File: config.mk
export PLATFORM = sky130hd
export DESIGN_NAME = ex_mdu_iter_flat
export DESIGN_NICKNAME = d
export VERILOG_FILES = /design/src/rtl/mdu_pkg.sv /design/src/rtl/ex_mdu_iter_if.sv /design/src/rtl/ex_mdu_iter.sv /design/src/flat_wrapper.sv
export SDC_FILE = /design/constraint.sdc
export NUM_CORES = 1
export LEC_CHECK = 0
export BUFFER_PORTS_ARGS = -buffer_cell sky130_fd_sc_hd__buf_2
export CELL_PAD_IN_SITES_DETAIL_PLACEMENT = 1
export CELL_PAD_IN_SITES_GLOBAL_PLACEMENT = 2
export CORE_MARGIN = 2
export CORE_UTILIZATION = 39
export DETAILED_ROUTE_END_ITERATION = 10
export PLACE_DENSITY = 0.92
export SLEW_MARGIN = 20
export SYNTH_ARGS = -nofsm -noshare
export SYNTH_HDL_FRONTEND = slang
export SYNTH_SLANG_ARGS = --single-unit
File: constraint.sdc
create_clock -name clk -period 8.65 [get_ports clk]
set_clock_uncertainty 0.05 [all_clocks]
set_input_delay 0.865 -clock clk [delete_from_list [all_inputs] [get_ports clk]]
set_output_delay 0.865 -clock clk [all_outputs]
set_load 0.01 [all_outputs]
File: src/rtl/mdu_pkg.sv
// Shared types for the iterative multiply/divide unit: operation select, FSM states
// and a small decode helper.
package mdu_pkg;

   typedef enum logic [3:0] {
      MDU_NONE = 4'd0,
      MUL      = 4'd1,
      MULH     = 4'd2,
      MULHSU   = 4'd3,
      MULHU    = 4'd4,
      DIV      = 4'd5,
      DIVU     = 4'd6,
      REM      = 4'd7,
      REMU     = 4'd8
   } mduop_t;

   typedef enum logic [1:0] {
      IDLE = 2'd0,
      CALC = 2'd1,
      DONE = 2'd2
   } mdu_state_t;

   function automatic logic is_div(input mduop_t op);
      return (op == DIV) || (op == DIVU) || (op == REM) || (op == REMU);
   endfunction

endpackage

File: src/rtl/ex_mdu_iter_if.sv
// Operand/result handshake bundle between the EX stage and the multiply/divide unit.
// The master side offers operations and consumes results; the slave is the unit.
interface ex_mdu_iter_if
   import mdu_pkg::*;
#(
   parameter int XLEN  = 32,
   parameter int TAG_W = 5
) ();

   logic              in_valid;
   logic              in_ready;
   mduop_t            mduop;
   logic [XLEN-1:0]   opr_a;
   logic [XLEN-1:0]   opr_b;
   logic [TAG_W-1:0]  rd_in;
   logic              flush;
   logic              out_valid;
   logic              out_ready;
   logic [XLEN-1:0]   res;
   logic [TAG_W-1:0]  rd_out;
   logic              busy;

   modport master (
      output in_valid, mduop, opr_a, opr_b, rd_in, flush, out_ready,
      input  in_ready, out_valid, res, rd_out, busy
   );

   modport slave (
      input  in_valid, mduop, opr_a, opr_b, rd_in, flush, out_ready,
      output in_ready, out_valid, res, rd_out, busy
   );

endinterface

File: src/rtl/ex_mdu_iter.sv
// Iterative RV32M/RV64M multiply/divide unit: one bit per cycle on magnitudes,
// sign correction on the final edge, result held until the consumer accepts it.
module ex_mdu_iter
   import mdu_pkg::*;
#(
   parameter int XLEN  = 32,
   parameter int TAG_W = 5
) (
   input  logic        clk,
   input  logic        rst,
   ex_mdu_iter_if.slave mdu
);

   localparam int CW = $clog2(XLEN);
   localparam logic [1:0] ST_IDLE = IDLE;
   localparam logic [1:0] ST_CALC = CALC;
   localparam logic [1:0] ST_DONE = DONE;
   localparam logic [XLEN-1:0] MIN_NEG = {1'b1, {(XLEN-1){1'b0}}};

   logic [1:0]        state_reg, state_next;
   logic [CW-1:0]     count_reg;
   mduop_t            op_reg;
   logic [TAG_W-1:0]  rd_reg;
   logic [XLEN-1:0]   opnd_reg;      // multiplicand magnitude, or divisor magnitude
   logic [2*XLEN-1:0] prod_reg;      // {acc, multiplier} or {unused, dividend/quotient}
   logic [XLEN-1:0]   rem_reg;
   logic              neg_q_reg, neg_r_reg;
   logic [XLEN-1:0]   res_reg;

   logic              accept, last, sgn_a, sgn_b, div_zero, div_ovf, fast;
   logic [XLEN-1:0]   mag_a, mag_b, fast_res, final_res, quo_step, rem_step;
   logic [XLEN:0]     mul_sum, shifted, diff;
   logic [2*XLEN-1:0] prod_mul, prod_fix, prod_step;
   logic              q_bit;

   // Accept-time decode: signedness, magnitudes and the divide special cases
   always_comb begin
      accept   = mdu.in_valid && (state_reg == ST_IDLE) && (mdu.mduop != MDU_NONE) && !mdu.flush;
      sgn_a    = ((mdu.mduop == MULH) || (mdu.mduop == MULHSU) || (mdu.mduop == DIV) ||
                  (mdu.mduop == REM)) && mdu.opr_a[XLEN-1];
      sgn_b    = ((mdu.mduop == MULH) || (mdu.mduop == DIV) || (mdu.mduop == REM)) &&
                 mdu.opr_b[XLEN-1];
      mag_a    = sgn_a ? -mdu.opr_a : mdu.opr_a;
      mag_b    = sgn_b ? -mdu.opr_b : mdu.opr_b;
      div_zero = is_div(mdu.mduop) && (mdu.opr_b == '0);
      div_ovf  = ((mdu.mduop == DIV) || (mdu.mduop == REM)) &&
                 (mdu.opr_a == MIN_NEG) && (mdu.opr_b == '1);
      fast     = div_zero || div_ovf;
      fast_res = '0;
      if (div_zero)
         fast_res = ((mdu.mduop == DIV) || (mdu.mduop == DIVU)) ? '1 : mdu.opr_a;
      else if (mdu.mduop == DIV)
         fast_res = mdu.opr_a;
   end

   // One iteration of shift-add multiply or restoring divide, plus final selection
   always_comb begin
      last      = (state_reg == ST_CALC) && (count_reg == CW'(XLEN-1));
      mul_sum   = {1'b0, prod_reg[2*XLEN-1:XLEN]} + (prod_reg[0] ? {1'b0, opnd_reg} : '0);
      prod_mul  = {mul_sum, prod_reg[XLEN-1:1]};
      shifted   = {rem_reg, prod_reg[XLEN-1]};
      diff      = shifted - {1'b0, opnd_reg};
      q_bit     = !diff[XLEN];
      rem_step  = q_bit ? diff[XLEN-1:0] : shifted[XLEN-1:0];
      quo_step  = {prod_reg[XLEN-2:0], q_bit};
      prod_step = is_div(op_reg) ? {{XLEN{1'b0}}, quo_step} : prod_mul;
      prod_fix  = neg_q_reg ? -prod_mul : prod_mul;
      case (op_reg)
         MUL:                 final_res = prod_fix[XLEN-1:0];
         MULH, MULHSU, MULHU: final_res = prod_fix[2*XLEN-1:XLEN];
         DIV, DIVU:           final_res = neg_q_reg ? -quo_step : quo_step;
         REM, REMU:           final_res = neg_r_reg ? -rem_step : rem_step;
         default:             final_res = '0;
      endcase
   end

   always_comb begin
      state_next = state_reg;
      case (state_reg)
         ST_IDLE: if (accept) state_next = fast ? ST_DONE : ST_CALC;
         ST_CALC: if (last) state_next = ST_DONE;
         ST_DONE: if (mdu.out_ready) state_next = ST_IDLE;
         default: state_next = ST_IDLE;
      endcase
      if (mdu.flush)
         state_next = ST_IDLE;
   end

   always_ff @(posedge clk) begin
      if (rst) begin
         state_reg <= ST_IDLE;
         count_reg <= '0;
         op_reg    <= MDU_NONE;
         rd_reg    <= '0;
         opnd_reg  <= '0;
         prod_reg  <= '0;
         rem_reg   <= '0;
         neg_q_reg <= 1'b0;
         neg_r_reg <= 1'b0;
         res_reg   <= '0;
      end else begin
         state_reg <= state_next;
         if (accept) begin
            op_reg    <= mdu.mduop;
            rd_reg    <= mdu.rd_in;
            neg_q_reg <= sgn_a ^ sgn_b;
            neg_r_reg <= sgn_a;
            count_reg <= '0;
            rem_reg   <= '0;
            opnd_reg  <= is_div(mdu.mduop) ? mag_b : mag_a;
            prod_reg  <= {{XLEN{1'b0}}, (is_div(mdu.mduop) ? mag_a : mag_b)};
            if (fast)
               res_reg <= fast_res;
         end else if (state_reg == ST_CALC) begin
            prod_reg <= prod_step;
            rem_reg  <= rem_step;
            if (!last)
               count_reg <= count_reg + 1'b1;
            else if (!mdu.flush)
               res_reg <= final_res;
         end
      end
   end

   assign mdu.in_ready  = (state_reg == ST_IDLE);
   assign mdu.out_valid = (state_reg == ST_DONE);
   assign mdu.busy      = (state_reg != ST_IDLE);
   assign mdu.res       = res_reg;
   assign mdu.rd_out    = rd_reg;

endmodule
File: src/flat_wrapper.sv
// flat-port wrapper written by rule: the top's interface ports become plain ports
module ex_mdu_iter_flat import mdu_pkg::*;
#(
   parameter int XLEN  = 32,
   parameter int TAG_W = 5
)
  (clk, rst, mdu_in_valid, mdu_mduop, mdu_opr_a, mdu_opr_b, mdu_rd_in, mdu_flush, mdu_out_ready, mdu_in_ready, mdu_out_valid, mdu_res, mdu_rd_out, mdu_busy);
  ex_mdu_iter_if #(.XLEN(XLEN), .TAG_W(TAG_W)) mdu_i ();
  input  logic clk;
  input  logic rst;
  input wire logic [$bits(mdu_i.in_valid)-1:0] mdu_in_valid;
  input wire logic [$bits(mdu_i.mduop)-1:0] mdu_mduop;
  input wire logic [$bits(mdu_i.opr_a)-1:0] mdu_opr_a;
  input wire logic [$bits(mdu_i.opr_b)-1:0] mdu_opr_b;
  input wire logic [$bits(mdu_i.rd_in)-1:0] mdu_rd_in;
  input wire logic [$bits(mdu_i.flush)-1:0] mdu_flush;
  input wire logic [$bits(mdu_i.out_ready)-1:0] mdu_out_ready;
  output wire logic [$bits(mdu_i.in_ready)-1:0] mdu_in_ready;
  output wire logic [$bits(mdu_i.out_valid)-1:0] mdu_out_valid;
  output wire logic [$bits(mdu_i.res)-1:0] mdu_res;
  output wire logic [$bits(mdu_i.rd_out)-1:0] mdu_rd_out;
  output wire logic [$bits(mdu_i.busy)-1:0] mdu_busy;
  assign mdu_i.in_valid = mdu_in_valid;
  assign mdu_i.mduop = mdu_mduop;
  assign mdu_i.opr_a = mdu_opr_a;
  assign mdu_i.opr_b = mdu_opr_b;
  assign mdu_i.rd_in = mdu_rd_in;
  assign mdu_i.flush = mdu_flush;
  assign mdu_i.out_ready = mdu_out_ready;
  assign mdu_in_ready = mdu_i.in_ready;
  assign mdu_out_valid = mdu_i.out_valid;
  assign mdu_res = mdu_i.res;
  assign mdu_rd_out = mdu_i.rd_out;
  assign mdu_busy = mdu_i.busy;
  ex_mdu_iter #(.XLEN(XLEN), .TAG_W(TAG_W)) u_core (.clk(clk), .rst(rst), .mdu(mdu_i));
endmodule
==> impl_results.md, run 1 <==
* Setup TNS at 0 ps
* Vias post-DR at 20420
* Post-Syn Instances at 2576
* Data arrival time of the critical path at 6660 ps
* Die area at 48360 um^2
* Slowest Stage Delay on Critical Path at 700 ps
* Power Density at 148.2 nW/um^2
* CP Capture Type: register
* Number of fill cells at 5873
* Std-Cell Rows at 79
* RSZ-0062 raised after global routing: false
* Setup crit start kind: register
* Hold Crit Class: register to register
* Final Instance Area at 19630 um^2
* Vias per cell at 6.453
* CP Max Fanout at 33
* GR Layer Usage met1 at 45.39%
* CP Class: register to register
* Iter 0 DRT Violations at 1939
* Status: finished clean
* Sequential element share of the synthesized area at 19.60%
* Sink Count at 178
* Yosys cell types at 99
* Commonest non-fill, non-tap cell in the layout: nand2_1
* Port-buffer cells at 117
* Hold slack at 421.8 ps
* WL/cell at 26.57 um
* Switching Fraction at 43.21%
* Multi-input gate area at 13640 um^2
* GRT Total Usage at 34.48%
* Drt pass-1 iters at 6
* Dpl ws at 2525 ps
* Bufs on Longest Clock Path at 2
* Drt drc at 0
* Chip height at 219.9 um
* DP Area at 19070 um^2
* # setup viols final at 0
* Max reg flops at 64
* YS warnings at 0
* Cell family with most CP delay: simple AND/OR/NAND/NOR gates
* F_max at 157.2 MHz
* P_sw at 1.257 mW
* Reg area at 3565 um^2
* Crit path buf inv count at 2
* Number of synthesized flops with an enable pin at 0
* Post-cts resize count at 0
* H-tree Lvls at 4
* Final Cycle Share at 73.54%
* Setup ws final at 2289 ps
* Final min period at 6361 ps
* Post-CTS setup repair buffer count at 0
* Internal Power at 1.652 mW
* Core area at 46260 um^2
* Cell Area, Synth at 18180 um^2
* Total power at 2.910 mW
* Root Driver: clkbuf_16
* Post-synth top flop: dfxtp_1
* Met3 usage at 6.170%
* Worst rel slew slack at 24.25%
* Endpoints failing hold at 0
* Most frequent cells in the layout: nand2_1 (280), nor2_1 (263), a21oi_1 (199)
* Largest net degree at the start of global routing at 88
* Max-cap violations at 0
* Initial antenna violation count at 2
* Detail Route Antenna Nets at 0
* Max IR drop VDD at 0.1378 mV
* CP max-delay cell: dfxtp_1
* Hold_buf cts at 0
* CP Cell Sequence: clkinv_1 -> buf_4 -> nor2_1 -> ha_1 -> o211ai_1 -> o21ai_1 -> or3b_2 -> a31oi_1 -> nand4bb_1 -> nor4_1 -> nand3_1 -> o41ai_1 -> xnor2_1 -> a2111oi_0 -> a21oi_1
* HPWL Detailed at 65.55 mm
* Asr flop ratio synth at 0%
* Clock latency on the worst-skew pair at 480 ps
* GRT overflow at 0
* Synth Net Count at 2728
* Layout cell share with drive strength beyond 1 at 10.49%
* TritonCTS clock tree: built
* CTS Buf Count at 17
* Clock power frac at 27.6%
* Vias in the first global route at 20440
* Leak at 7.296 nW
* Clk pin slew, worst setup/hold paths at 80 ps
* First-pass GRT wire length at 126.3 mm
* CP required at 8950 ps
* #FFs+latches synth at 178
* Area grow syn2layout at 7.976%
* Starting Density at 39.31%
* Measured slew at the worst slew-check pin at 1120 ps
* Post-Route WL at 84.06 mm
* Syn avg cell area at 7.058 um^2
* GP Congestion at 0.9775
* Combinational cell fraction of total power at 41.5%
* Global routing's busiest layer: met2
* Die Width at 219.9 um
* Power share of the sequential group at 31.0%
* Num ports at 118
* Final Max Tran Viols at 0
* Met2 GRT Util at 53.88%
* Nets at 2694
power by group through the flow:
stage               Sequential, mW  Clock [mW]  Combinational, mW
global placement             0.916           0               1.14
finish                       0.901       0.803               1.21
detailed placement           0.918           0               1.17
global route                 0.904       0.842               1.29
CTS                          0.899       0.808               1.18
floorplan                    0.881           0              0.828
cells in the mapped netlist, drive strengths merged (25+ instances only):
cell type,number,area share (%)
nand2,282,5.9
a31oi,26,0.89
dfxtp,178,20
clkbuf,171,3.5
a22oi,37,1.5
nand3,57,1.6
xor2,95,4.6
mux2i,61,3.4
o22ai,38,1.3
nand4,36,1.2
o211ai,56,2.3
ha,72,5.0
o31ai,33,1.4
inv,76,1.6
a21oi,201,5.6
or4,28,1.2
o21ai,172,4.7
or3,25,0.89
xnor2,101,4.9
nor3,89,2.4
a211oi,44,1.8
nor4,44,1.9
buf,30,0.78
nor2,265,5.5
stage by stage:
stage | utilization (%) | cells
floorplan | - | 2576
global placement | 41.22 | 3130
detailed placement | 41.22 | 3130
CTS | 42.42 | 3161
global route | 42.42 | 3161
finish | 42.44 | 3164
final cells by class:
cell class	instances	share of cell area [%]
multi-input combinational	2120	69.46
sequential	178	18.16
timing repair buffer	148	4.168
tap	607	3.868
clock buffer	19	2.205
inverter	77	1.472
clock inverter	12	0.6309
antenna	3	0.03824
final timing paths:
check / start / to / slack, ps / depth (start not counted)
max: u_core.prod_reg[0]$_SDFFE_PP0N_ / u_core.mdu.res[30]$_SDFFE_PP0P_ / 2290 / 15
min reg2reg: u_core.prod_reg[32]$_SDFFE_PP0P_ / u_core.prod_reg[32]$_SDFFE_PP0P_ / 420 / 2
max reg2reg: u_core.prod_reg[0]$_SDFFE_PP0N_ / u_core.mdu.res[30]$_SDFFE_PP0P_ / 2290 / 15
min: u_core.prod_reg[32]$_SDFFE_PP0P_ / u_core.prod_reg[32]$_SDFFE_PP0P_ / 420 / 2
kinds of logic after synthesis:
family	share of synthesized area, %
multiplexers	4.721
buffers and inverters	5.904
AND/OR/NAND/NOR	25.47
AO/OA/AOI/OAI	29.65
adder cells (fa/ha/maj)	5.175
flip-flops	19.60
XOR/XNOR	9.483
tightest hold or removal path: stages, from the launching register on:
cell	delay [ps]
dfxtp_1	320
nand2_1	60
a21oi_1	50
routing by layer:
metal | share of wire, % | up-vias
li1 | - | 9429
met5 | 0 | -
met1 | 44 | 10180
met2 | 44 | 652
met3 | 6.1 | 152
met4 | 5.5 | 0
No activity file was read; power rests on OpenSTA's default activity.
==> inputs of run 2 (changes only) <==
--- a/config.mk
+++ b/config.mk
@@ -5,13 +5,14 @@
 export SDC_FILE = /design/constraint.sdc
 export NUM_CORES = 1
 export LEC_CHECK = 0
+export ABC_AREA = 1
 export BUFFER_PORTS_ARGS = -buffer_cell sky130_fd_sc_hd__buf_2
 export CELL_PAD_IN_SITES_DETAIL_PLACEMENT = 1
 export CELL_PAD_IN_SITES_GLOBAL_PLACEMENT = 2
 export CORE_MARGIN = 2
-export CORE_UTILIZATION = 39
+export CORE_UTILIZATION = 32
 export DETAILED_ROUTE_END_ITERATION = 10
-export PLACE_DENSITY = 0.92
+export PLACE_DENSITY = 0.85
 export SLEW_MARGIN = 20
 export SYNTH_ARGS = -nofsm -noshare
 export SYNTH_HDL_FRONTEND = slang
==> constraint.sdc (replaced) <==
create_clock -name clk -period 6.1 [get_ports clk]
set_clock_uncertainty 0.05 [all_clocks]
set_input_delay 0.61 -clock clk [delete_from_list [all_inputs] [get_ports clk]]
set_output_delay 0.61 -clock clk [all_outputs]
set_load 0.01 [all_outputs]
==> impl_results.md, run 2 <==
* Std-Cell Rows at 90 (+14%)
* Post-CTS setup repair buffer count at 0 (unchanged)
* HPWL Detailed at 83.58 mm (+28%)
* CP required at 6510 ps (-2440 ps)
* Final min period at 4958 ps (-1403 ps)
* Clock power frac at 25.1% (-2.5 points)
* Setup TNS at 0 ps (unchanged)
* Number of fill cells at 8401 (+43%)
* Initial antenna violation count at 7 (+5)
* YS warnings at 0 (unchanged)
* Hold path startpoint: mdu_rd_in[2]
* # setup viols final at 0 (unchanged)
* Post-Route WL at 101.9 mm (+21%)
* Internal Power at 2.482 mW (+50%)
* Vias post-DR at 24420 (+20%)
* F_max at 201.7 MHz (+28%)
* Asr flop ratio synth at 0% (unchanged)
* Cell with the most instances after synthesis: nand2_1
* Dpl cells at 4369 (+40%)
* First-pass GRT wire length at 151.7 mm (+20%)
* Syn avg cell area at 5.480 um^2 (-22%)
* Nets at 3758 (+39%)
* Worst r2r src: u_core.prod_reg[31]$_SDFFE_PP0N_
* Combinational cell fraction of total power at 48.4% (+6.9 points)
* Leak at 10.86 nW (+49%)
* CP Class: register to register
* Switching Fraction at 50.11% (+6.9 points)
* Adder-cell share of the synthesized area at 4.802% (-0.37 points)
* Bufs on Longest Clock Path at 2 (unchanged)
* Post-synthesis compound-gate area fraction at 19.97% (-9.7 points)
* CTS Buf Count at 17 (unchanged)
* Largest family of logic cells by synthesized area: simple AND/OR/NAND/NOR gates
* Starting Density at 32.40% (-6.9 points)
* Sequential element share of the synthesized area at 18.19% (-1.4 points)
* Cell Area, Synth at 19600 um^2 (+7.8%)
* Final Instance Area at 21500 um^2 (+9.5%)
* GRT overflow at 0 (unchanged)
* Antenna Cells at 0 (-3)
* Clock latency on the worst-skew pair at 520 ps (+40 ps)
* Post-cts resize count at 0 (unchanged)
* Hold slack at 252.7 ps (-169.1 ps)
* TritonCTS clock tree: built
* Number of synthesized flops with an enable pin at 0 (unchanged)
* Setup ws final at 1142 ps (-1147 ps)
* Worst rel slew slack at 27.32% (+3.1 points)
* Xor and xnor area share after synthesis at 3.793% (-5.7 points)
* Final Max Tran Viols at 0 (unchanged)
* Iter 0 DRT Violations at 2125 (+9.6%)
* Hold EP: u_core.mdu.rd_out[2]$_SDFFE_PP0P_
* Setup crit start kind: register
* Post-synth top flop: dfxtp_1
* DP Area at 20900 um^2 (+9.6%)
* Layout cell share with drive strength beyond 1 at 7.295% (-3.2 points)
* Filler-free cell count of the finished design at 4401 (+39%)
* H-tree Lvls at 4 (unchanged)
* Global routing's busiest layer: met2
* Reg-to-reg slack, setup at 1140 ps (-1150 ps)
* Root Driver: clkbuf_16
* Port-buffer cells at 117 (unchanged)
* Endpoints failing hold at 0 (unchanged)
* Measured slew at the worst slew-check pin at 1090 ps (-30.21 ps)
* CP Capture Type: register
* Core area at 60470 um^2 (+31%)
* Vias in the first global route at 23730 (+16%)
* GR Layer Usage met1 at 42.41% (-3.0 points)
* Area grow syn2layout at 9.737%
* Die Width at 251.5 um (+14%)
* Met2 GRT Util at 51.43% (-2.4 points)
* Synth top cells by count: nand2_1 (1072), inv_1 (520), nor2_1 (406)
* Chip height at 251.5 um (+14%)
* GRT Total Usage at 32.02% (-2.5 points)
* Final Cycle Share at 81.28% (+7.7 points)
* Drt drc at 0 (unchanged)
* Post-synth top area share at 20.54% (+0.94 points)
* Commonest non-fill, non-tap cell in the layout: nand2_1
* Worst reg2reg path endpoint: u_core.mdu.res[24]$_SDFFE_PP0P_
* P_sw at 2.493 mW (+98%)
* Hold depth at 2 (unchanged)
* Largest net degree at the start of global routing at 88 (unchanged)
* Num ports at 118 (unchanged)
* Hold Crit Class: input pin to register
* Max IR drop VDD at 0.2101 mV (+53%)
* Data arrival time of the critical path at 5370 ps (-1290 ps)
* Power Density at 231.3 nW/um^2 (+56%)
* Post-Synth Simple-Gate Area at 40.09% (+15 points)
* Drt pass-1 iters at 5 (-1)
* Clk pin slew, worst setup/hold paths at 80 ps (about the same)
* Crit path from: u_core.prod_reg[31]$_SDFFE_PP0N_
* Vias per cell at 5.548 (-14%)
* #FFs+latches synth at 178 (unchanged)
* Dpl ws at 1251 ps (-1273 ps)
* Max-cap violations at 0 (unchanged)
* Sink Count at 178 (unchanged)
* Cell depth of the worst flop-to-flop path at 26 (+11)
* Post-synth top area cell: nand2_1
* Total power at 4.974 mW (+71%)
* RSZ-0062 raised after global routing: false
* Final core occ at 35.56% (-6.9 points)
* Synth Net Count at 3728 (+37%)
* Max reg flops at 64 (unchanged)
* Die area at 63230 um^2 (+31%)
* WL/cell at 23.16 um (-13%)
* GP Congestion at 1.003 (+2.6%)
* Detail Route Antenna Nets at 0 (unchanged)
* Post-Syn Instances at 3576 (+39%)
* Synth top area cells: nand2_1 (21%), dfxtp_1 (18%), inv_1 (10%), nor2_1 (7.8%), o21ai_0 (6.7%)
* CP Max Fanout at 39 (+18%)
* Mux contribution to synthesized area at 0% (-4.7 points)
* Most frequent cells in the layout: nand2_1 (1070), inv_1 (518), nor2_1 (403)
* Yosys cell types at 60 (-39%)
* Met3 usage at 4.715% (-1.5 points)
* Power share of the sequential group at 26.5% (-4.5 points)
* Status: finished clean
* Hold_buf cts at 0 (unchanged)
## run 2: cell count changes in the layout (fill, tap and decap cells not counted), sizes merged, moves of 32 or more
cell	previous run	this run
inv	82	537
a22oi	37	0
nor3	89	43
a211oi	44	0
xnor2	101	20
nand2	282	1098
o21ai	172	282
nor2	265	416
mux2i	61	0
o31ai	33	1
nand3	57	241
## run 2: layer usage
| metal | share of wire [%] | vias up | wire (um) |
|---|---|---|---|
| li1 | - | 11600 | - |
| met1 | 44 | 11720 | 45080 |
| met2 | 44 | 894 | 44990 |
| met3 | 6.7 | 192 | 6795 |
| met4 | 4.9 | 10 | 4992 |
| met5 | 0.069 | - | 70 |
## run 2: area by class of cell
| type | instances | area, um^2 | area share (%) |
|---|---|---|---|
| Multi-Input combinational cell | 2729 | 13520 | 62.87 |
| Sequential cell | 178 | 3565 | 16.58 |
| Inverter | 534 | 2007 | 9.333 |
| Tap cell | 782 | 978.4 | 4.550 |
| Timing Repair Buffer | 146 | 828.3 | 3.852 |
| Clock buffer | 19 | 442.9 | 2.060 |
| Clock inverter | 13 | 163.9 | 0.7622 |
## run 2: worst max-delay path by stage
stage | endpoint | slack, ps
global route | u_core.mdu.res[26]$_SDFFE_PP0P_ | 780
CTS | u_core.mdu.res[24]$_SDFFE_PP0P_ | 1240
finish | u_core.mdu.res[24]$_SDFFE_PP0P_ | 1140
global placement | u_core.mdu.res[24]$_SDFFE_PP0P_ | 1320
floorplan | u_core.mdu.res[10]$_SDFFE_PP0P_ | 2620
detailed placement | u_core.mdu.res[24]$_SDFFE_PP0P_ | 1250
## run 2: cells by family after synthesis
kind of cell	Yosys count
AND/OR/NAND/NOR	1892
AO/OA/AOI/OAI	679
buffers and inverters	669
adder cells (fa/ha/maj)	74
flip-flops	178
XOR/XNOR	84
## run 2: critical path, stage by stage, from the launching register on
cell,delay [ps]
dfxtp_1,430
inv_1,180
ha_1,300
fa_1,420
inv_1,110
nand2_1,60
nand2_1,70
nand3_1,80
nand2_2,140
nand2_2,80
nand2_4,80
nand2_4,60
nand3_1,350
nand2_2,600
nand2_1,270
nand2_1,160
nor2_1,190
nand2_1,150
nor2_1,140
nand3_1,170
nand2_2,150
nand2_1,60
nand2_1,60
nand3_1,190
nand2_1,120
nand2_1,70
a21oi_2,150
## run 2: power by group through the flow
stage	combinational [mW]	sequential, mW	clock [mW]
after global routing	2.64	1.32	1.30
after detailed placement	2.35	1.34	0
after global placement	2.34	1.34	0
final	2.41	1.32	1.25
after CTS	2.36	1.31	1.27
after floorplan	1.60	1.30	0
